$ cat config.mk
export PLATFORM = sky130hd
export DESIGN_NAME = sync_fifo_param
export DESIGN_NICKNAME = d
export VERILOG_FILES = /design/src/rtl/fifo_pkg.sv /design/src/rtl/fifo_mem.sv /design/src/rtl/sync_fifo_param.sv
export SDC_FILE = /design/constraint.sdc
export NUM_CORES = 1
export LEC_CHECK = 0
export CAP_MARGIN = 20
export CORE_MARGIN = 1
export CORE_UTILIZATION = 40
export CTS_CLUSTER_SIZE = 14
export DETAILED_ROUTE_END_ITERATION = 16
export GPL_TIMING_DRIVEN = 0
export PLACE_DENSITY = 0.6
export SYNTH_ARGS = -nofsm -noshare
export SYNTH_HDL_FRONTEND = slang
export SYNTH_SLANG_ARGS = --single-unit
$ cat constraint.sdc
create_clock -name clk -period 6.1 [get_ports clk]
set_input_delay 1.22 -clock clk [delete_from_list [all_inputs] [get_ports clk]]
set_output_delay 1.22 -clock clk [all_outputs]
set_load 0.02 [all_outputs]
$ cat src/rtl/fifo_pkg.sv
// Shared definitions for the parameterised synchronous FIFO.
// Provides the read-mode encoding, the occupancy counter width helper
// and parameter legality helpers used for elaboration-time checks.
package fifo_pkg;

  typedef enum logic {
    FIFO_MODE_STD  = 1'b0,
    FIFO_MODE_FWFT = 1'b1
  } fifo_mode_e;

  // Occupancy has to represent 0..depth inclusive, hence one extra bit.
  function automatic int level_width(input int depth);
    return $clog2(depth) + 1;
  endfunction

  function automatic bit depth_ok(input int depth);
    return (depth >= 2) && ((depth & (depth - 1)) == 0);
  endfunction

  function automatic bit thresh_ok(input int thresh, input int depth);
    return (thresh >= 0) && (thresh <= depth);
  endfunction

endpackage

$ cat src/rtl/fifo_mem.sv
// Simple dual-port register array: synchronous write, asynchronous read.
// Ports:
//   clk   - write clock
//   we    - write enable
//   waddr - write address
//   wdata - write data
//   raddr - read address
//   rdata - read data (combinational from the array)
// Contents are intentionally not reset.
module fifo_mem #(
  parameter int WIDTH = 32,
  parameter int DEPTH = 4,
  parameter int AW    = $clog2(DEPTH)
) (
  input  logic             clk,
  input  logic             we,
  input  logic [AW-1:0]    waddr,
  input  logic [WIDTH-1:0] wdata,
  input  logic [AW-1:0]    raddr,
  output logic [WIDTH-1:0] rdata
);

  logic [WIDTH-1:0] mem [DEPTH];

  always_ff @(posedge clk) begin
    if (we) mem[waddr] <= wdata;
  end

  assign rdata = mem[raddr];

endmodule

$ cat src/rtl/sync_fifo_param.sv
// Parameterised single-clock FIFO using all FIFO_DEPTH entries.
// Ports:
//   clk, reset_n            - clock (rising edge), async active-low reset
//   write_en, din           - push request and data
//   read_en                 - std mode: pop request; FWFT: head acknowledge
//   dout, dout_valid        - read data and its qualifier
//   fifo_full, fifo_empty   - level == FIFO_DEPTH / level == 0
//   almost_full/empty       - level >= AF_THRESH / level <= AE_THRESH
//   level                   - current occupancy, 0..FIFO_DEPTH
//   overflow, underflow     - sticky error flags
//   clear_err               - synchronous clear of the error flags
module sync_fifo_param
  import fifo_pkg::*;
#(
  parameter int FIFO_WIDTH = 32,
  parameter int FIFO_DEPTH = 4,
  parameter int AF_THRESH  = FIFO_DEPTH - 1,
  parameter int AE_THRESH  = 1,
  parameter int FWFT       = 0
) (
  input  logic                              clk,
  input  logic                              reset_n,
  input  logic                              write_en,
  input  logic [FIFO_WIDTH-1:0]             din,
  input  logic                              read_en,
  output logic [FIFO_WIDTH-1:0]             dout,
  output logic                              dout_valid,
  output logic                              fifo_full,
  output logic                              fifo_empty,
  output logic                              almost_full,
  output logic                              almost_empty,
  output logic [level_width(FIFO_DEPTH)-1:0] level,
  output logic                              overflow,
  output logic                              underflow,
  input  logic                              clear_err
);

  localparam int PW = $clog2(FIFO_DEPTH);
  localparam int LW = level_width(FIFO_DEPTH);

  if (!depth_ok(FIFO_DEPTH)) begin : g_bad_depth
    $error("sync_fifo_param: FIFO_DEPTH must be a power of two >= 2");
  end
  if (!thresh_ok(AF_THRESH, FIFO_DEPTH) || !thresh_ok(AE_THRESH, FIFO_DEPTH)) begin : g_bad_thresh
    $error("sync_fifo_param: AF_THRESH/AE_THRESH must lie in 0..FIFO_DEPTH");
  end

  logic [PW-1:0]         wptr, rptr;
  logic [LW-1:0]         lvl;
  logic [FIFO_WIDTH-1:0] rd_data;
  logic                  wr_ok, rd_ok;
  logic                  ovf_set, unf_set;
  logic                  ovf_q, unf_q;

  // Status is purely a function of the registered occupancy.
  always_comb begin
    fifo_full    = (lvl == LW'(FIFO_DEPTH));
    fifo_empty   = (lvl == '0);
    almost_full  = (int'(lvl) >= AF_THRESH);
    almost_empty = (int'(lvl) <= AE_THRESH);
  end

  // A full FIFO still accepts a write when the head leaves in the same cycle.
  always_comb begin
    rd_ok   = read_en && !fifo_empty;
    wr_ok   = write_en && (!fifo_full || rd_ok);
    ovf_set = write_en && !wr_ok;
    unf_set = read_en && fifo_empty;
  end

  always_ff @(posedge clk or negedge reset_n) begin
    if (!reset_n) begin
      wptr  <= '0;
      rptr  <= '0;
      lvl   <= '0;
      ovf_q <= 1'b0;
      unf_q <= 1'b0;
    end else begin
      if (wr_ok) wptr <= wptr + PW'(1);
      if (rd_ok) rptr <= rptr + PW'(1);
      if (wr_ok && !rd_ok)      lvl <= lvl + LW'(1);
      else if (rd_ok && !wr_ok) lvl <= lvl - LW'(1);
      // A new error in the same cycle as clear_err keeps the flag set.
      if (ovf_set)        ovf_q <= 1'b1;
      else if (clear_err) ovf_q <= 1'b0;
      if (unf_set)        unf_q <= 1'b1;
      else if (clear_err) unf_q <= 1'b0;
    end
  end

  fifo_mem #(
    .WIDTH (FIFO_WIDTH),
    .DEPTH (FIFO_DEPTH),
    .AW    (PW)
  ) u_mem (
    .clk   (clk),
    .we    (wr_ok),
    .waddr (wptr),
    .wdata (din),
    .raddr (rptr),
    .rdata (rd_data)
  );

  assign level     = lvl;
  assign overflow  = ovf_q;
  assign underflow = unf_q;

  if (FWFT == int'(FIFO_MODE_FWFT)) begin : g_fwft
    assign dout       = rd_data;
    assign dout_valid = !fifo_empty;
  end else begin : g_std
    logic [FIFO_WIDTH-1:0] dout_q;
    logic                  dv_q;

    always_ff @(posedge clk or negedge reset_n) begin
      if (!reset_n) begin
        dout_q <= '0;
        dv_q   <= 1'b0;
      end else begin
        dv_q <= rd_ok;
        if (rd_ok) dout_q <= rd_data;
      end
    end

    assign dout       = dout_q;
    assign dout_valid = dv_q;
  end

endmodule

======== After elaboration in Yosys (flattened, before gate mapping) ========
Memory sizes are Yosys's and may differ from the RTL's. A register that Yosys moved wholly into a read port is not among the register bits.
Cells that the tools add are included.
word-level totals
  bits in registers ....................... 10
  memory bits (writable) .................. 128
  bits of input ports ..................... 37
  output and inout bits ................... 42
  memories ................................ 1
memory list
  memory     depth  width  read ports  clocked after memory_dff  wr ports  RTL line        text
  u_mem.mem  4      32     1           1                         1         fifo_mem.sv:23  logic [WIDTH-1:0] mem [DEPTH];
operators by class
  add/sub/neg operators ................... 4
  $lt $le $gt $ge ......................... 2
  equal/unequal tests ..................... 1
  multiplexer cells ....................... 7
  reductions and logical operators ........ 16
operator list
  operator             number
  $logic_and 1x1->1    6
  $mux 3               2
  $reduce_bool 2->1    3
  $logic_not 1->1      5
  $mux 1               5
  $add 2x1->2 const B  2
  $add 3x1->3 const B  1
  $eq 3x3->1 const B   1
  $ge 3x2->1 const B   1
  $le 3x1->1 const B   1
  $logic_not 3->1      1
  $sub 3x1->3 const B  1
  $logic_or 1x1->1     1

======== Depth between registers and ports, before layout ========
  word-level depth ........................ 9
  mapped depth ............................ 9

======== Hierarchy ========
From an unflattened synthesis, not the netlist that was laid out.
unflattened totals
  cells, all modules ...................... 288
  area, all modules ....................... 6,525.0 µm²
modules (own cells, without submodules)
  module           times used  cells each  area an instance (µm²)  sequential area each (µm²)
  fifo_mem         1           171         4,689.5                 3,843.7
  sync_fifo_param  1           117         1,835.5                 1,051.0

======== Worst setup path before layout ========
OpenSTA, ideal clock, no wires.
  path kind ............................... input -> register
  start ................................... input port read_en
  end ..................................... memory u_mem.mem[0][0] (enable)
  setup time .............................. 392 ps
  data arrival time ....................... 2,262 ps
  data required time ...................... 5,708 ps
  path slack .............................. 3,446 ps
  stages on the path ...................... 2
  path through ............................ o21a_1 > and2_1
between the ends
  cells in the longest elaborated chain, start to end .. 5
ends and longest elaborated chain
  element                       RTL line               text
  start: declaration            sync_fifo_param.sv:25  input logic read_en,
  $logic_and 1x1->1             sync_fifo_param.sv:65  rd_ok = read_en && !fifo_empty;
  $logic_or 1x1->1              sync_fifo_param.sv:66  wr_ok = write_en && (!fifo_full || rd_ok);
  $logic_and 1x1->1             sync_fifo_param.sv:66
  $mux 1                        fifo_mem.sv:26         if (we) mem[waddr] <= wdata;
  $mux 1 (implied by the code)  fifo_mem.sv:26
  end: declaration              fifo_mem.sv:23
No other way between the ends.

======== Worst setup path in the final report ========
  start ................................... register lvl[0], in the netlist level[0]
  end ..................................... output port fifo_empty
between the ends
  cells in the longest elaborated chain, start to end .. 1
ends and longest elaborated chain
  element                   RTL line               text
  start: declaration        sync_fifo_param.sv:49  logic [LW-1:0] lvl;
  start signal: assignment  sync_fifo_param.sv:81  if (wr_ok && !rd_ok) lvl <= lvl + LW'(1);
  start signal: assignment  sync_fifo_param.sv:82  else if (rd_ok && !wr_ok) lvl <= lvl - LW'(1);
  $logic_not 3->1           sync_fifo_param.sv:58  fifo_empty = (lvl == '0);
  end: declaration          sync_fifo_param.sv:29  output logic fifo_empty,
No other way between the ends.

==> results.md <==
* Core box area at 15430 sq um
* RSZ-0062 raised after global routing: false
* Syn nets at 342
* # IOs at 79
* Share of layout cells above drive strength 1 at 28.29%
* DR WL met2 at 6.035 mm
* Finished Layout Cells at 621
* Min cycle time layout at about 3200 ps
* Seq/Total Area, Yosys at 76.32%
* M1 wire length at 4.853 mm
* DR pass1 iterations at 4
* Period utilization at about 53%
* Total grt overflow at 0
* Worst setup margin at 2888 ps
* Commonest non-fill, non-tap cell in the layout: edfxtp_1
* DR vias at 3062
* CP endpoint kind: output port
* CP Max Fanout at 5
* Cell Area, Synth at 6414 sq um
* H-Tree Depth at 4
* Most frequent cells in the layout: edfxtp_1 (128), clkdlybuf4s50_1 (77), dfrtp_1 (42)
* Pwr Density at 511.0 nW/um^2
* Post-Place Cell Area at 7589 sq um
* Row count at 45
* Total GRT Usage at approximately 16%
* Die area at ~17000 sq um
* Layout filler cell count at about 1300
* Most common flop cell mapped by yosys: edfxtp_1
* DRT antenna net count at 0
* Min-Delay Path Class: register to register
* Critical Setup Path Class: register to output port
* Initial Utilization at 41.57%
* Inserted Clock Buffers at 17
* Max-slew violation count at 0
* YS warnings at 0
* Slew margin rel. at 46.44%
* Initial antenna violation count at 0
* Max Cap Viol at 0
* Hold Fails Final Rpt at 0
* Routability cong. at 0.6775
* First-pass GRT wire length at 17.91 mm
* Critical Path AT at 1990 ps
* CTS tree: done
* Crit path launch type: register
* Clk root buf: clkbuf_16
* # hold bufs at CTS at 0
* Highest routed layer: met4
* Port bufs at between 70 and 80
* Design area at 8203 sq um
* Setup TNS at 0 ps
* Post-DP HPWL at 6.979 mm
* Wirelength, routed at 11.55 mm
* Fmax at between 300 and 400 MHz
* Setup bufs post-CTS at 0
* Starting DRC count in detailed routing at roughly 130
* # resized after CTS at 0
* CTS clk-pin slew, worst paths at 60 ps
* Largest net degree at the start of global routing at 28
* Number of global-route vias before repair at between 3000 and 4000
* Die H at around 130 um
* Fin nets at approximately 440
* Slowest cell delay on critical path at 600 ps
* Cell repeated most along the worst path: inv_1
* Synth top area share at 59.93%
* Synth top area cells: edfxtp_1 (60%), dfrtp_1 (16%), mux4_2 (11%), mux2_2 (5.8%), ha_1 (2.0%)
* WL/cell at 18.59 um
* Worst clock skew at 6.820 ps
* Mapped Cells at 295
* Async set-or-reset flop fraction in the synthesized netlist at 24.71%
* Leak at 2.906 nW
* Dpl cells at just under 600
* Count of different cell masters after synthesis at 25
* Largest area contributor in the netlist: edfxtp_1
* Area Overhead vs Synth at 27.90%
* WP data required at 4880 ps
* Clk Latency, worst-skew pair at 420 ps
* CTS max path bufs at 2
* FF+latch count, synth at 170
* Pre-CTS setup slack at 2864 ps
* Vias/cell at 4.931
* Critical-path top delay cell: clkdlybuf4s50_1
* Status: complete, no violations
* Util after Layout at 53.17%
* Number of synthesized flops with an enable pin at 128
* Avg Inst Size Synth at 21.74 sq um
* CP Cell Sequence: inv_1, ha_1, nand2b_1, inv_1, clkdlybuf4s50_1
* Setup violators final at 0
* Width of the chip at 128.6 um
* Worst-Margin Slew at 803.4 ps
* Met3 WL at 485 um
* # DRC at 0
* Max VDD drop at between 0.3 and 0.4 mV
* N_diodes at 0
* Clock sinks at 170
==> sequential cells by signal, summed over array words and instances, names as in the netlist <==
signal and flops:
level 3, overflow 1, underflow 1, u_mem.mem 128, dout 32, dout_valid 1, rptr 2, wptr 2
==> per-layer routing <==
layer / GRT usage (%) / vias up
li1: - / 1366
met1: 18.50 / 1603
met2: 26.26 / 78
met3: 4.116 / 15
met4: 7.474 / 0
met5: 0 / -
==> power by group <==
part	internal (W)	switching, W
combinational	0.000735	0.000669
sequential	0.00158	0.000112
clock	0.000675	0.000425
total	0.00299	0.00121
==> kinds of logic (layout without fill, tap and decap cells) <==
family / count (synthesis) / after routing / synth area share, %
adder cells (fa/ha/maj): 10 / 10 / 1.951
AND/OR/NAND/NOR: 14 / 14 / 1.190
multiplexers: 65 / 65 / 17.09
XOR/XNOR: 5 / 5 / 0.6828
buffers and inverters: 22 / 137 / 1.912
flip-flops: 170 / 170 / 76.32
AO/OA/AOI/OAI: 9 / 9 / 0.8583
==> cells in the mapped netlist, types with 3 or more instances <==
library cell	instances
nor2_1	3
mux2_2	33
dfrtp_1	42
buf_2	4
o21ai_0	3
inv_1	10
a21oi_1	3
buf_6	4
ha_1	10
mux4_2	31
xnor2_1	4
and2_1	4
edfxtp_1	128
==> critical path: cells and delay by family, from the launching register on <==
family                   cells  cell delay (ps)
buffers and inverters        3              830
flip-flops                   1              440
adder cells (fa/ha/maj)      1              180
AND/OR/NAND/NOR              1              110
==> final timing paths <==
kind                       cells past startpoint  slack [ps]                  from                   end
setup / recovery                               5        2890  level[0]$_DFFE_PN0P_            fifo_empty
hold / removal                                 1         500   dout[8]$_DFFE_PN0P_   dout[8]$_DFFE_PN0P_
setup reg to reg                               9        3770  level[0]$_DFFE_PN0P_  level[2]$_DFFE_PN0P_
hold reg to reg                                1         500   dout[8]$_DFFE_PN0P_   dout[8]$_DFFE_PN0P_
max in group asynchronous                      2        4830               reset_n   wptr[1]$_DFFE_PN0P_
min in group asynchronous                      1         740               reset_n  dout[19]$_DFFE_PN0P_
==> metrics by stage <==
step	power (W)	hold slack [ps]
2_1_floorplan	0.002568	534.0
3_3_place_gp	0.003080	486.6
3_5_place_dp	0.003147	491.8
4_1_cts	0.004258	506.7
5_1_grt	0.004406	517.2
6_report	0.004192	501.2
==> final cells by class <==
cell class	instances	area, sq um	share of cell area, %
flip-flops and latches	170	4895	59.67
multi-input cells	103	1401	17.08
repair buffers	83	905.9	11.04
clock buffers	21	470.5	5.735
well taps	211	264.0	3.218
clock inverters	11	143.9	1.754
plain buffers	12	85.08	1.037
inverters	10	37.54	0.4576
Power figures use the tool's default switching activity.
